File: config.mk
export PLATFORM = sky130hd
export DESIGN_NAME = oneapi_axi_to_avalon_vid_gasket
export DESIGN_NICKNAME = d
export VERILOG_FILES = /design/src/rtl/oneapi_gasket_pkg.sv /design/src/rtl/oneapi_gasket_beat_fifo.sv /design/src/rtl/oneapi_axi_to_avalon_vid_gasket.sv
export SDC_FILE = /design/constraint.sdc
export NUM_CORES = 1
export LEC_CHECK = 0
export BUFFER_PORTS_ARGS = -buffer_cell sky130_fd_sc_hd__buf_2
export CAP_MARGIN = 0
export CORE_AREA = 2 2 134 188
export DETAILED_ROUTE_END_ITERATION = 12
export DIE_AREA = 0 0 136 190
export PLACE_DENSITY = 0.71
export SKIP_LAST_GASP = 1
export SLEW_MARGIN = 30
export SYNTH_ARGS = -nofsm -noshare
export SYNTH_HDL_FRONTEND = slang
export SYNTH_SLANG_ARGS = --single-unit
File: constraint.sdc
create_clock -name csi_clk -period 13.15 [get_ports csi_clk]
set_clock_uncertainty 0.2 [all_clocks]
set_input_delay 1.9725 -clock csi_clk [delete_from_list [all_inputs] [get_ports csi_clk]]
set_output_delay 1.9725 -clock csi_clk [all_outputs]
set_load 0.03 [all_outputs]
File: src/rtl/oneapi_gasket_pkg.sv
// Shared types and width helpers for the oneAPI AXI4-Stream to Avalon-ST video gasket.
package oneapi_gasket_pkg;

    typedef struct packed {
        logic sop;
        logic eop;
    } gasket_ctl_t;

    localparam int CTL_BITS = $bits(gasket_ctl_t);

    function automatic int bpc_av(input int bpc);
        return 32'sd1 << $clog2(bpc);
    endfunction

    function automatic int bpp_axi(input int channels, input int bpc);
        return 32'sd8 * ((channels * bpc + 32'sd7) / 32'sd8);
    endfunction

    function automatic int tuser_bits(input int bits_axi);
        return (bits_axi + 32'sd7) / 32'sd8;
    endfunction

    function automatic int empty_bits(input int bits_av);
        return $clog2(bits_av / 32'sd8);
    endfunction

endpackage

File: src/rtl/oneapi_gasket_beat_fifo.sv
// Show-ahead beat buffer: head entry is always visible on rd_data, flags are registered.
module oneapi_gasket_beat_fifo #(
    parameter int WIDTH = 8,
    parameter int DEPTH = 4
) (
    input  logic             clk,
    input  logic             rst_n,
    input  logic             wr_en,
    input  logic [WIDTH-1:0] wr_data,
    input  logic             rd_en,
    output logic [WIDTH-1:0] rd_data,
    output logic             full,
    output logic             empty
);

    localparam int AW = $clog2(DEPTH);
    localparam logic [AW:0] FULL_CNT = (AW + 1)'(DEPTH);

    logic [WIDTH-1:0] mem_r [DEPTH];
    logic [AW-1:0]    wr_ptr_r;
    logic [AW-1:0]    rd_ptr_r;
    logic [AW:0]      count_r;
    logic [AW:0]      count_next_s;
    logic             full_r;
    logic             empty_r;
    logic             push_s;
    logic             pop_s;

    assign push_s  = wr_en & ~full_r;
    assign pop_s   = rd_en & ~empty_r;
    assign rd_data = mem_r[rd_ptr_r];
    assign full    = full_r;
    assign empty   = empty_r;

    // Occupancy after this cycle's push/pop.
    always_comb begin
        count_next_s = count_r;
        case ({push_s, pop_s})
            2'b10:   count_next_s = count_r + (AW + 1)'(1'b1);
            2'b01:   count_next_s = count_r - (AW + 1)'(1'b1);
            default: count_next_s = count_r;
        endcase
    end

    // Storage, pointers and registered flags; pointers wrap naturally since DEPTH is a power of 2.
    always_ff @(posedge clk) begin
        if (!rst_n) begin
            wr_ptr_r <= '0;
            rd_ptr_r <= '0;
            count_r  <= '0;
            full_r   <= 1'b0;
            empty_r  <= 1'b1;
            for (int i = 0; i < DEPTH; i++) begin
                mem_r[i] <= '0;
            end
        end else begin
            if (push_s) begin
                mem_r[wr_ptr_r] <= wr_data;
                wr_ptr_r        <= wr_ptr_r + AW'(1'b1);
            end
            if (pop_s) begin
                rd_ptr_r <= rd_ptr_r + AW'(1'b1);
            end
            count_r <= count_next_s;
            full_r  <= (count_next_s == FULL_CNT);
            empty_r <= (count_next_s == '0);
        end
    end

endmodule

File: src/rtl/oneapi_axi_to_avalon_vid_gasket.sv
// AXI4-Stream to Avalon-ST video gasket: unpacks byte-padded pixels, buffers beats,
// tracks lines per frame to place end-of-packet, and flags malformed frames.
module oneapi_axi_to_avalon_vid_gasket
    import oneapi_gasket_pkg::*;
#(
    parameter int PARALLEL_PIXELS  = 2,
    parameter int BITS_PER_CHANNEL = 10,
    parameter int CHANNELS         = 3,
    parameter int FIFO_DEPTH       = 4,
    parameter int EOP_MODE         = 1,
    parameter int LINES_PER_FRAME  = 4,
    localparam int BPC_AV     = bpc_av(BITS_PER_CHANNEL),
    localparam int BPP_AXI    = bpp_axi(CHANNELS, BITS_PER_CHANNEL),
    localparam int BITS_AXI   = BPP_AXI * PARALLEL_PIXELS,
    localparam int BITS_AV    = BPC_AV * CHANNELS * PARALLEL_PIXELS,
    localparam int TUSER_BITS = tuser_bits(BITS_AXI),
    localparam int EMPTY_BITS = empty_bits(BITS_AV),
    localparam int LC_BITS    = $clog2(LINES_PER_FRAME + 1)
) (
    input  logic                  csi_clk,
    input  logic                  rsi_reset_n,
    output logic                  axs_tready,
    input  logic                  axs_tvalid,
    input  logic [BITS_AXI-1:0]   axs_tdata,
    input  logic                  axs_tlast,
    input  logic [TUSER_BITS-1:0] axs_tuser,
    input  logic                  aso_ready,
    output logic                  aso_valid,
    output logic [BITS_AV-1:0]    aso_data,
    output logic                  aso_startofpacket,
    output logic                  aso_endofpacket,
    output logic [EMPTY_BITS-1:0] aso_empty,
    output logic                  frame_err,
    output logic [LC_BITS-1:0]    line_count
);

    localparam int ENTRY_BITS = CTL_BITS + BITS_AV;
    localparam logic [LC_BITS-1:0] LAST_LINE = LC_BITS'(LINES_PER_FRAME - 1);

    logic [BITS_AV-1:0]    av_data_s;
    logic [LC_BITS-1:0]    lc_base_s;
    logic [LC_BITS-1:0]    lc_next_s;
    logic                  lc_wrap_s;
    logic                  eop_s;
    logic                  err_s;
    logic                  accept_s;
    logic                  pop_s;
    gasket_ctl_t           wr_ctl_s;
    gasket_ctl_t           rd_ctl_s;
    logic [ENTRY_BITS-1:0] rd_entry_s;
    logic                  fifo_full_s;
    logic                  fifo_empty_s;
    logic                  ready_en_r;
    logic                  first_r;
    logic                  frame_err_r;
    logic [LC_BITS-1:0]    line_count_r;
    logic                  unused_s;

    assign accept_s = axs_tvalid & axs_tready;
    assign pop_s    = aso_valid & aso_ready;
    assign unused_s = ^{axs_tdata, axs_tuser};

    // Zero-extend each channel into a power-of-2 slot; AXI pad bits are never read.
    always_comb begin
        av_data_s = '0;
        for (int p = 0; p < PARALLEL_PIXELS; p++) begin
            for (int c = 0; c < CHANNELS; c++) begin
                av_data_s[(p * CHANNELS + c) * BPC_AV +: BITS_PER_CHANNEL] =
                    axs_tdata[p * BPP_AXI + c * BITS_PER_CHANNEL +: BITS_PER_CHANNEL];
            end
        end
    end

    // Next line index, frame wrap and framing check for the beat currently offered.
    always_comb begin
        lc_wrap_s = 1'b0;
        if (axs_tuser[0]) begin
            lc_base_s = '0;
        end else begin
            lc_base_s = line_count_r;
        end
        if (axs_tlast) begin
            if (lc_base_s == LAST_LINE) begin
                lc_next_s = '0;
                lc_wrap_s = 1'b1;
            end else begin
                lc_next_s = lc_base_s + LC_BITS'(1'b1);
            end
        end else begin
            lc_next_s = lc_base_s;
        end
        if (EOP_MODE == 32'sd1) begin
            eop_s = lc_wrap_s;
        end else begin
            eop_s = axs_tlast;
        end
        err_s = (axs_tuser[0] && (line_count_r != '0)) || (first_r && !axs_tuser[0]);
    end

    assign wr_ctl_s.sop = axs_tuser[0];
    assign wr_ctl_s.eop = eop_s;

    oneapi_gasket_beat_fifo #(
        .WIDTH (ENTRY_BITS),
        .DEPTH (FIFO_DEPTH)
    ) u_beat_fifo (
        .clk     (csi_clk),
        .rst_n   (rsi_reset_n),
        .wr_en   (accept_s),
        .wr_data ({wr_ctl_s, av_data_s}),
        .rd_en   (pop_s),
        .rd_data (rd_entry_s),
        .full    (fifo_full_s),
        .empty   (fifo_empty_s)
    );

    assign rd_ctl_s = gasket_ctl_t'(rd_entry_s[ENTRY_BITS-1 -: CTL_BITS]);

    // Line counter, first-beat tracking and the one-cycle error pulse.
    always_ff @(posedge csi_clk) begin
        if (!rsi_reset_n) begin
            ready_en_r   <= 1'b0;
            first_r      <= 1'b1;
            frame_err_r  <= 1'b0;
            line_count_r <= '0;
        end else begin
            ready_en_r  <= 1'b1;
            frame_err_r <= accept_s & err_s;
            if (accept_s) begin
                first_r      <= 1'b0;
                line_count_r <= lc_next_s;
            end
        end
    end

    assign axs_tready        = ready_en_r & ~fifo_full_s;
    assign aso_valid         = ~fifo_empty_s;
    assign aso_data          = aso_valid ? rd_entry_s[BITS_AV-1:0] : '0;
    assign aso_startofpacket = aso_valid & rd_ctl_s.sop;
    assign aso_endofpacket   = aso_valid & rd_ctl_s.eop;
    assign aso_empty         = '0;
    assign frame_err         = frame_err_r;
    assign line_count        = line_count_r;

endmodule
Yosys cells after proc, flatten, opt, wreduce, memory -nomap -nowiden. Memory sizes are Yosys's and may differ from the RTL's. A register that Yosys moved wholly into a read port is not among the register bits. Index checks and enable logic that the tools add are counted.

Flip-flop bits (word level): 15. Memory bits (writable): 248. Word-level logic and storage cells: 53. Input port bits: 77. Output and inout bits: 108. Memories kept: 1.

Memory list: u_beat_fifo.mem_r (words 4, bits a word 62, read ports 1, clocked after memory_dff 1, write ports 4, line oneapi_gasket_beat_fifo.sv:19) `logic [WIDTH-1:0] mem_r [DEPTH];`.

Reductions and logical operators: 7. $add $sub $neg: 5. Multiplexer cells: 17. Bitwise logic cells: 10. Equal/unequal tests: 4.

Operators by type and width (number): 96-bit two-way mux (1); 62-bit two-way mux (1); 62-bit OR reduction (1); 3-bit two-way mux (3); 1-bit AND (8); 1-bit two-way mux (8); 3-bit by 1-bit adder with 3-bit output, second input constant (2); 2-bit two-way mux (3); 3-bit one-hot mux with 2 select lines (1); 2-bit by 1-bit adder with 2-bit output, second input constant (2); 3-bit by 2-bit == test with 1-bit output, second input constant (1); 3-bit == test, second input constant (1); 3-bit zero test (1); 3-bit nonzero test (1); 3-bit by 1-bit subtractor with 3-bit output, second input constant (1); 2-bit by 1-bit == test with 1-bit output, second input constant (1); 2-bit == test, second input constant (1); 1-bit logical AND (2); 1-bit inverter (2); 1-bit zero test (1); 1-bit logical OR (1).

Depth between registers and ports, before layout. Gate-level depths: netlist of the first run.

Depth after elaboration: 9. Gate-level depth with buffers: 8. Depth with buffers taken out: 7.

Hierarchy. A second synthesis of the first run with hierarchy kept.

Cell total of the unflattened synthesis: 1152. Area, all modules: 18406.4 um2.

By module, submodules not included: oneapi_gasket_beat_fifo (cells each 1004, area an instance 17386.7 um2, seq. area each 11991.5 um2, times used 1); oneapi_axi_to_avalon_vid_gasket (cells each 148, area an instance 1019.7 um2, seq. area each 120.1 um2, times used 1).

Worst setup path after synthesis of the first run. Ideal clock, no wire load.

Path type: input-to-reg. Start: input port axs_tvalid. End: memory u_beat_fifo.mem_r[3][0] (netlist bit) (enable). Path buffers: 0. Data required time: 12382 ps. Arrival time: 6494 ps. Library setup time: 568 ps. Setup slack: 5888 ps. Stages on the path: 2. Cell sequence: nand4b_1 o21ai_0.

RTL lines: from (decl) (line oneapi_axi_to_avalon_vid_gasket.sv:23) `input logic axs_tvalid,`; to (decl) (line oneapi_gasket_beat_fifo.sv:19).

==> results.cfg, run 1 <==
[run_status]
status = complete, no violations

[timing]
slew_headroom_pct = 42.7
setup_ws_ns = 8.29
setup-tns-final_ns = 0
report.final.slew_viol_count = 0
fmax_ghz = 0.206
finalCritPeriodShare_pct = 37.0
tightest_slew_ns = 0.859
min_period_ns = 4.86
finalHoldViolations = 0
rsz0062_at_grt = no
setup_viol_count_final = 0

[yosys]
avgSynthCellArea_um2 = 15.2
synth_top_cell_by_area = edfxtp_1
synth_edf_count = 248
async_flop_share_pct = 0
yosys.cell_types.count = 37
ys.flop_type = edfxtp_1
netlist_top_cells_area = edfxtp_1 62%, and2_1 13%, mux4_2 12%
synth_cells = 795
synth.cell_area_mm2 = 0.0121
ys_seq_area_share_pct = 64.3
yosysTopAreaCellShare_pct = 61.5
yosys_warnings = 0
synth-seq-cells = 265

[clock_network]
postCtsSetupBuffers = 0
htreeDepth = 1
clk_latency_ns = 0.52
ctsResizeCount = 0
hold_buffers = 0
cts_tree = yes
numCtsBuffers = 25
clockBufferDepth = 3
clkTransAtPathRegs_ns = 0.06
cts.sinks = 265
root_buffer = clkbuf_16

[critical_path]
path_max_fanout = 46
crit_arrival_ns = 2.69
r2r_cells = 5
critPathCaptureType = primary output
startpoint_type = flop
critical_path_class = flop to primary output
cp.required_ns = 10.98
crit-reg2reg-launch = ready_en_r
r2r_setup_slack_ns = 10.46
reg2reg_to = u_beat_fifo.mem_r[0][56]

[floorplan]
io_pins = 185
die_area_mm2 = 0.0258
start_util_pct = 49.8
fp.dieH_um = 190
die_x_um = 136
fp-row-count = 68
core_area_mm2 = 0.0243

[placement]
io_buffers = 133
gp_congestion = 0.716
place_ws_ns = 7.98
hpwlAfterDp_um = 13000

[layout]
area_growth_pct = 13.4
fin_util_pct = 56.4
drive_above_1_share_pct = 26.8
fin_nets = 992
fillers = 2002

[power]
p_sw_mw = 0.522
switching_share_pct = 26.4
p_clk_share_pct = 33.6
power.internal_mw = 1.46
power_frac_seq_pct = 50.1
peakVddDrop_mv = 0.0889
power_density_mw_per_mm2 = 144
p_leak_nw = 5.50
combPwrFrac_pct = 16.3

[grt]
grt_pass1_wl_um = 38300
grt_pass1_vias = 6969
grt_overflow = 0
antenna_found_initial = 0
grt.total_usage_pct = 19.7
grt_max_degree = 72

[route]
ant_nets = 0
dr.pass1.iters = 4
wire_per_inst_um = 20.0
num_vias = 6652
drt-total-wl_um = 24900
drc = 0
drtIter0Drc = 441
vias_per_cell = 5.34

[hold_path]
holdCritPathClass = flop to flop
whs_path_depth = 2
worstHoldEndpoint = first_r
min-delay-start = first_r

[job]
cap_violations = 0
==> registers in the layout, summed over array words and instances, names as in the netlist, named ones only <==
| name | cells |
|---|---|
| u_beat_fifo.mem_r | 248 |
| line_count | 3 |
| u_beat_fifo.count_r | 3 |
| u_beat_fifo.rd_ptr_r | 2 |
| u_beat_fifo.wr_ptr_r | 2 |
| first_r | 1 |
| frame_err | 1 |
| ready_en_r | 1 |
| u_beat_fifo.empty | 1 |
| u_beat_fifo.full | 1 |
==> placed cells by master, fill, tap and decap left out, types with 8 or more instances in the layout <==
| master | count |
|---|---|
| edfxtp_1 | 248 |
| and2_1 | 245 |
| buf_2 | 133 |
| mux4_2 | 62 |
| and3_1 | 62 |
| conb_1 | 40 |
| clkbuf_16 | 25 |
| dfxtp_1 | 15 |
| nor2_1 | 12 |
| clkinv_1 | 8 |
==> synthesized netlist by cell type, types with 2 or more instances <==
| cell type | number |
|---|---|
| a21oi_1 | 3 |
| and2_1 | 245 |
| and3_1 | 62 |
| buf_1 | 6 |
| buf_2 | 2 |
| buf_4 | 46 |
| clkbuf_1 | 33 |
| clkbuf_2 | 7 |
| dfxtp_1 | 17 |
| edfxtp_1 | 248 |
| ha_1 | 2 |
| inv_1 | 5 |
| mux4_2 | 62 |
| nand2_1 | 3 |
| nand2b_1 | 5 |
| nand3_1 | 2 |
| nand3b_1 | 2 |
| nor2_1 | 12 |
| nor2b_1 | 7 |
| nor3_1 | 2 |
| nor3_4 | 2 |
| o211ai_1 | 2 |
| o21ai_0 | 3 |
| xnor2_1 | 4 |
==> routing by layer <==
| metal | up-vias | track usage (%) | routed length, um |
|---|---|---|---|
| li1 | 3055 | - | - |
| met1 | 3369 | 24.0 | 9540 |
| met2 | 189 | 35.8 | 13500 |
| met3 | 39 | 2.93 | 1280 |
| met4 | 0 | 5.89 | 593 |
| met5 | - | 0 | 0 |
==> through the flow <==
step | hold WS, ns | cells | power (mW) | cell area (um2)
floorplan | 0.223 | 834 | 1.25 | 12300
global placement | 0.231 | 1195 | 1.33 | 12900
detailed placement | 0.233 | 1200 | 1.34 | 13000
CTS | 0.245 | 1244 | 2.00 | 13700
global route | 0.281 | 1244 | 2.05 | 13700
finish | 0.241 | 1245 | 1.98 | 13700
==> power groups by stage <==
stage	Combinational [mW]	Sequential [mW]	Clock (mW)
after floorplan	0.251	1.00	0
after detailed placement	0.329	1.01	0
after CTS	0.329	0.993	0.675
after global placement	0.320	1.01	0
after global routing	0.349	0.996	0.705
final	0.323	0.991	0.664
==> layout make-up <==
class                      count  area (um2)  share of cell area [%]
clock buffer                  31         648                    4.72
multi-input combinational    470        3950                    28.7
clock inverter                13        86.3                   0.629
antenna                        1        2.50                  0.0182
inverter                       5        21.3                   0.155
timing repair buffer         145         833                    6.07
tap                          315         394                    2.87
sequential                   265        7790                    56.8
==> how the worst max path moves through the flow <==
stage                      from                  endpoint  slack, ns  depth (start not counted)
floorplan            axs_tvalid   u_beat_fifo.mem_r[3][0]       5.89                          2
global placement    rsi_reset_n  u_beat_fifo.mem_r[0][58]       7.70                          6
detailed placement  rsi_reset_n  u_beat_fifo.mem_r[0][58]       7.98                          7
CTS                        flop              aso_data[71]       8.18                          4
global route               flop         aso_startofpacket       8.10                          4
finish                     flop              aso_data[18]       8.29                          4
==> worst max-delay path: stages (launching register included) <==
cell and delay [ns]:
dfxtp_4 0.58, buf_6 0.61, mux4_2 0.60, and2_1 0.19
buf_2 0.18
==> logic make-up (layout without fill, tap and decap cells) <==
kind of cell,count (synthesis),in the layout,share of synthesized area [%]
DFF,265,265,64.3
muxes,63,63,11.6
other,1,41,0.0310
xor gates and xnor gates,5,5,0.362
adders and majority gates,3,3,0.372
buffers and inverters,99,194,4.59
AOI/OAI and AO/OA,12,12,0.641
and+or+nand+nor,347,347,18.1
(Power assumes the default switching activity.)
==> run 2: changes to the inputs <==
--- a/config.mk
+++ b/config.mk
@@ -5,11 +5,12 @@
 export SDC_FILE = /design/constraint.sdc
 export NUM_CORES = 1
 export LEC_CHECK = 0
+export ABC_AREA = 1
 export BUFFER_PORTS_ARGS = -buffer_cell sky130_fd_sc_hd__buf_2
 export CAP_MARGIN = 0
-export CORE_AREA = 2 2 134 188
+export CORE_AREA = 2 2 133 187
 export DETAILED_ROUTE_END_ITERATION = 12
-export DIE_AREA = 0 0 136 190
+export DIE_AREA = 0 0 135 189
 export PLACE_DENSITY = 0.71
 export SKIP_LAST_GASP = 1
 export SLEW_MARGIN = 30
==> constraint.sdc (replaced) <==
create_clock -name csi_clk -period 4.6 [get_ports csi_clk]
set_clock_uncertainty 0.2 [all_clocks]
set_input_delay 0.69 -clock csi_clk [delete_from_list [all_inputs] [get_ports csi_clk]]
set_output_delay 0.69 -clock csi_clk [all_outputs]
set_load 0.03 [all_outputs]
==> run 2 against run 1 <==
Against the previous run:
- flip-flop and latch count unchanged
- final area is 2.0% lower
- sequential power rose to 2.9 times the previous value
- synthesized cell count up 52%
- critical path depth is 2 higher
- worst setup slack worse by 7.3 ns
- critical endpoint is now aso_data[22]
- combinational power increased to 3.9 times the previous value
==> results.cfg, run 2 <==
[power]
switching_share_pct = 31.1
p_clk_share_pct = 32.4
p_leak_nw = 5.68
power.internal_mw = 4.25
power_frac_seq_pct = 47.0
power_density_mw_per_mm2 = 459
p_sw_mw = 1.92
peakVddDrop_mv = 0.444
combPwrFrac_pct = 20.6

[layout]
stdcell_count = 1637
fillers = 2046
fin_nets = 1388
largest_register_ffs = 248
seq_area_mm2 = 0.00779
drive_above_1_share_pct = 14.9
regMostFlops = u_beat_fifo.mem_r
multi_input_area_mm2 = 0.00337
area_growth_pct = 11.7
final_cell_mix = 505 x nor2_1, 248 x edfxtp_1, 133 x buf_2
final_common_cell = nor2_1
fin_area_mm2 = 0.0135

[floorplan]
io_pins = 185
core_area_mm2 = 0.0238
fp-row-count = 67
fp.dieH_um = 189
die_x_um = 135
die_area_mm2 = 0.0255
start_util_pct = 50.6

[timing]
tightest_slew_ns = 0.954
finalHoldViolations = 0
fmax_ghz = 0.274
setup-tns-final_ns = 0
report.final.slew_viol_count = 0
rsz0062_at_grt = no
finalCritPeriodShare_pct = 79.5
fin_hold_ws_ns = 0.249
slew_headroom_pct = 36.3
setup_viol_count_final = 0
min_period_ns = 3.66

[critical_path]
cpPeakStageDelay_ns = 0.79
cp_slowest_cell = dfxtp_2
critical_path_class = flop to primary output
critPathBufInv = 3
crit_arrival_ns = 2.77
path_cells = inv_2, buf_4, nor2_1, o21ai_0, a21oi_1, buf_2
startpoint_type = flop
path_max_fanout = 29
cp.required_ns = 3.71
critPathCaptureType = primary output
crit_family = buffers and inverters

[clock_network]
clockBufferDepth = 3
clk_latency_ns = 0.51
ctsResizeCount = 0
cts_tree = yes
clkTransAtPathRegs_ns = 0.06
root_buffer = clkbuf_16
numCtsBuffers = 25
htreeDepth = 1
cts.sinks = 265
postCtsSetupBuffers = 0
hold_buffers = 0

[yosys]
yosysTopAreaCellShare_pct = 61.8
synth-seq-cells = 265
ys.flop_type = edfxtp_1
synth_xor_area_share_pct = 0.218
synth_top_family_by_area = simple AND/OR/NAND/NOR gates
synth_fa_ha_area_share_pct = 0.374
synth_edf_count = 248
avgSynthCellArea_um2 = 9.98
async_flop_share_pct = 0
synth_mux_area_share_pct = 0
yosys.cell_types.count = 25
synth_compound_area_share_pct = 8.21
synth.cell_area_mm2 = 0.0120
post_synth_and_or_nand_nor_area_fraction_pct = 17.6
synth_top_cell_by_area = edfxtp_1
synthTopCellsByCount = 505 x nor2_1, 248 x edfxtp_1, 131 x o21ai_0
ys_seq_area_share_pct = 64.7
yosys_warnings = 0
synth_cells = 1207
netlist_top_cells_area = edfxtp_1 62%, nor2_1 16%, o21ai_0 5.4%
yosysMostFrequentCell = nor2_1

[grt]
grt_max_degree = 95
antenna_found_initial = 1
grt.total_usage_pct = 21.9
grt_pass1_vias = 8553
grt_overflow = 0
grt_pass1_wl_um = 43700

[route]
wire_per_inst_um = 17.0
vias_per_cell = 5.21
ant_nets = 0
drtIter0Drc = 796
dr.pass1.iters = 6
drt-total-wl_um = 27800
num_vias = 8526
drc = 0

[placement]
hpwlAfterDp_um = 14400
dp.cells = 1591
place_area_mm2 = 0.0127
io_buffers = 133
gp_congestion = 0.733

[run_status]
status = complete, no violations

[hold_path]
holdCritPathClass = flop to flop

[job]
cap_violations = 0
[run 2: changes by cell type in the layout (fill, tap and decap cells not counted), sizes merged, moves of 6 or more]
cell / delta
mux4: -62
and2: -245
a21oi: +62
and3: -62
inv: +78
o21ai: +128
nor2: +495
nand2: +21
nor2b: -7
nand3: +6
[run 2: final timing paths]
check	slack (ns)	endpoint	cells past startpoint	startpoint
max reg2reg	2.04	u_beat_fifo.mem_r[3][50]	7	u_beat_fifo.full
max	0.94	aso_data[22]	6	flop
min	0.25	first_r	2	first_r
min reg2reg	0.25	first_r	2	first_r
[run 2: layout make-up]
class	count	area share (%)
Multi-Input combinational cell	784	25.1
Tap cell	310	2.88
Clock inverter	9	0.493
Inverter	85	2.39
Antenna cell	1	0.0186
Sequential cell	265	57.9
Clock buffer	36	5.41
Timing Repair Buffer	147	5.82
[run 2: metrics by stage]
stage / util, % / worst slack (ns) / total power [mW]
5_1_grt: 56.5 / 0.760 / 6.43
6_report: 56.5 / 0.945 / 6.18
3_3_place_gp: 53.1 / 1.29 / 4.21
3_5_place_dp: 53.2 / 1.16 / 4.24
4_1_cts: 56.5 / 0.878 / 6.20
2_1_floorplan: - / 1.31 / 3.87
[run 2: routing by layer]
metal  vias up  global-route usage, %  share of wire, %
li1       4080                      -                 -
met1      4042                   27.5                39
met2       363                   38.7                51
met3        41                   3.29               7.7
met4         0                   7.49               2.0
met5         -                      0                 0
[run 2: logic make-up after synthesis]
logic type / after synthesis
AOI/OAI and AO/OA: 197
xor gates and xnor gates: 3
adders and majority gates: 3
buffers and inverters: 197
DFF: 265
other: 1
and+or+nand+nor: 541
[run 2: power by group through the flow]
stage          sequential (mW)  clock [mW]  combinational [mW]
2_1_floorplan             2.87           0               0.994
3_3_place_gp              2.95           0                1.26
3_5_place_dp              2.96           0                1.28
4_1_cts                   2.91        2.01                1.28
5_1_grt                   2.92        2.11                1.39
6_report                  2.91        2.00                1.27
[run 2: worst min-delay path: cells and delay by family (launching register included)]
kind	cells	cell delay [ns]
flops	1	0.32
simple gates	2	0.10
==> run 3: changes to the inputs <==
--- a/config.mk
+++ b/config.mk
@@ -11,7 +11,7 @@
 export CORE_AREA = 2 2 133 187
 export DETAILED_ROUTE_END_ITERATION = 12
 export DIE_AREA = 0 0 135 189
-export PLACE_DENSITY = 0.71
+export PLACE_DENSITY = 0.74
 export SKIP_LAST_GASP = 1
 export SLEW_MARGIN = 30
 export SYNTH_ARGS = -nofsm -noshare
==> constraint.sdc (replaced) <==
create_clock -name csi_clk -period 3.3 [get_ports csi_clk]
set_clock_uncertainty 0.2 [all_clocks]
set_input_delay 0.495 -clock csi_clk [delete_from_list [all_inputs] [get_ports csi_clk]]
set_output_delay 0.495 -clock csi_clk [all_outputs]
set_load 0.03 [all_outputs]
==> run 3 against run 2 <==
Against the previous run:
- final cell count is 0.12% higher
- sequential share of layout area barely moved
- clock-buffer cell count is 1 lower
- final area hardly changed
- core utilization barely moved
- global-route usage decreased by 0.13 points
- flip-flop and latch count unchanged
==> results.cfg, run 3 (synthesis gave the netlist of run 2 again) <==
[layout]
area_growth_pct = 11.8
drive_above_1_share_pct = 14.8
regMostFlops = u_beat_fifo.mem_r
fin_area_mm2 = 0.0135
final_cell_mix = 505 x nor2_1, 248 x edfxtp_1, 133 x buf_2
final_common_cell = nor2_1
diodes = 0
fin_nets = 1393
largest_register_ffs = 248
fillers = 2047

[power]
total_power_mw = 8.38
p_clk_share_pct = 30.3
power_frac_seq_pct = 47.3
combPwrFrac_pct = 22.3
switching_share_pct = 31.6
p_leak_nw = 5.70
peakVddDrop_mv = 0.438
p_sw_mw = 2.65
power_density_mw_per_mm2 = 623
power.internal_mw = 5.74

[floorplan]
fp-row-count = 67
fp.dieH_um = 189
io_pins = 185
core_area_mm2 = 0.0238
die_area_mm2 = 0.0255
start_util_pct = 50.6
die_x_um = 135

[timing]
tightest_slew_ns = 0.884
setup-tns-final_ns = 0
finalCritPeriodShare_pct = 94.6
setup_viol_count_final = 0
fmax_ghz = 0.320
finalHoldViolations = 0
slew_headroom_pct = 41.0
rsz0062_at_grt = no
report.final.slew_viol_count = 0
min_period_ns = 3.12
fin_hold_ws_ns = 0.0803

[clock_network]
clockBufferDepth = 3
ctsResizeCount = 0
cts.sinks = 265
clkTransAtPathRegs_ns = 0.06
postCtsSetupBuffers = 0
htreeDepth = 1
root_buffer = clkbuf_16
hold_buffers = 0
clk_latency_ns = 0.51
numCtsBuffers = 24
cts_tree = yes

[critical_path]
startpoint_type = flop
r2r_cells = 8
critPathCaptureType = primary output
path_max_fanout = 96
critical_path_class = flop to primary output
crit_arrival_ns = 2.43
reg2reg_to = u_beat_fifo.full
r2r_setup_slack_ns = 1.23
cp.required_ns = 2.60
crit-reg2reg-launch = u_beat_fifo.empty

[placement]
place_area_mm2 = 0.0128
hpwlAfterDp_um = 15500
io_buffers = 133
gp_congestion = 0.774

[hold_path]
holdCritPathClass = input pin to flop
worstHoldEndpoint = ready_en_r
whs_path_depth = 1
min-delay-start = rsi_reset_n

[route]
drc = 0
dr.pass1.iters = 6
vias_per_cell = 5.21
wire_per_inst_um = 17.1
ant_nets = 0
drt-total-wl_um = 28100
drtIter0Drc = 694
num_vias = 8532

[grt]
grt_pass1_vias = 8345
grt.total_usage_pct = 21.8
grt_max_degree = 111
grt_pass1_wl_um = 43200
grt_overflow = 0
antenna_found_initial = 0

[run_status]
status = complete, no violations

[job]
cap_violations = 0
==> run 3: cell count changes in the layout (fill, tap and decap cells not counted), sizes merged <==
cell      before  now
diode          1    0
bufinv         1    0
clkinv         9    8
clkinvlp       1    0
inv           83   84
clkbuf        36   35
buf          147  153
==> run 3: how the worst max path moves through the flow <==
stage                                to  depth (start not counted)         from
5_1_grt                    aso_data[64]                          5         flop
3_3_place_gp   u_beat_fifo.mem_r[0][52]                          6  rsi_reset_n
4_1_cts                    aso_data[66]                          6         flop
3_5_place_dp               aso_data[64]                          5         flop
6_report                   aso_data[66]                          6         flop
2_1_floorplan   u_beat_fifo.mem_r[2][0]                          5  rsi_reset_n
==> run 3: worst max-delay path, stage by stage (launching register included) <==
cell and delay (ns):
dfxtp_4 0.58, buf_12 0.41, nor2_1 0.11, nor2_1 0.10, o21ai_0 0.09, a21oi_1 0.32, buf_2 0.27
==> run 3: routing by layer <==
metal  wire length (um)  vias up  share of wire, %  GRT usage [%]
li1                   -     4087                 -              -
met1              10900     4109                39           26.3
met2              15100      297                54           41.0
met3               1550       39               5.5           2.49
met4                514        0               1.8           5.57
met5                  0        -                 0              0
==> run 3: power groups by stage <==
stage | combinational, mW | sequential [mW] | clock (mW)
2_1_floorplan | 1.39 | 4.00 | 0
6_report | 1.87 | 3.97 | 2.54
3_3_place_gp | 1.85 | 4.03 | 0
4_1_cts | 1.89 | 3.97 | 2.57
5_1_grt | 2.04 | 3.98 | 2.71
3_5_place_dp | 1.89 | 4.04 | 0
==> run 3: area by class of cell <==
cell class                 count  area [um2]  share of cell area, %
sequential                   265        7790                   57.9
multi-input combinational    784        3350                   24.9
timing repair buffer         153         916                   6.80
clock buffer                  35         663                   4.93
tap                          310         388                   2.88
inverter                      85         320                   2.38
clock inverter                 7        33.8                  0.251
==> run 3: through the flow <==
step | cells | util [%] | worst slack (ns)
6_report | 1639 | 56.5 | 0.177
5_1_grt | 1639 | 56.5 | 0.0165
4_1_cts | 1639 | 56.5 | 0.146
3_5_place_dp | 1597 | 53.6 | 0.693
3_3_place_gp | 1597 | 53.6 | 0.728
2_1_floorplan | 1246 | - | 0.208
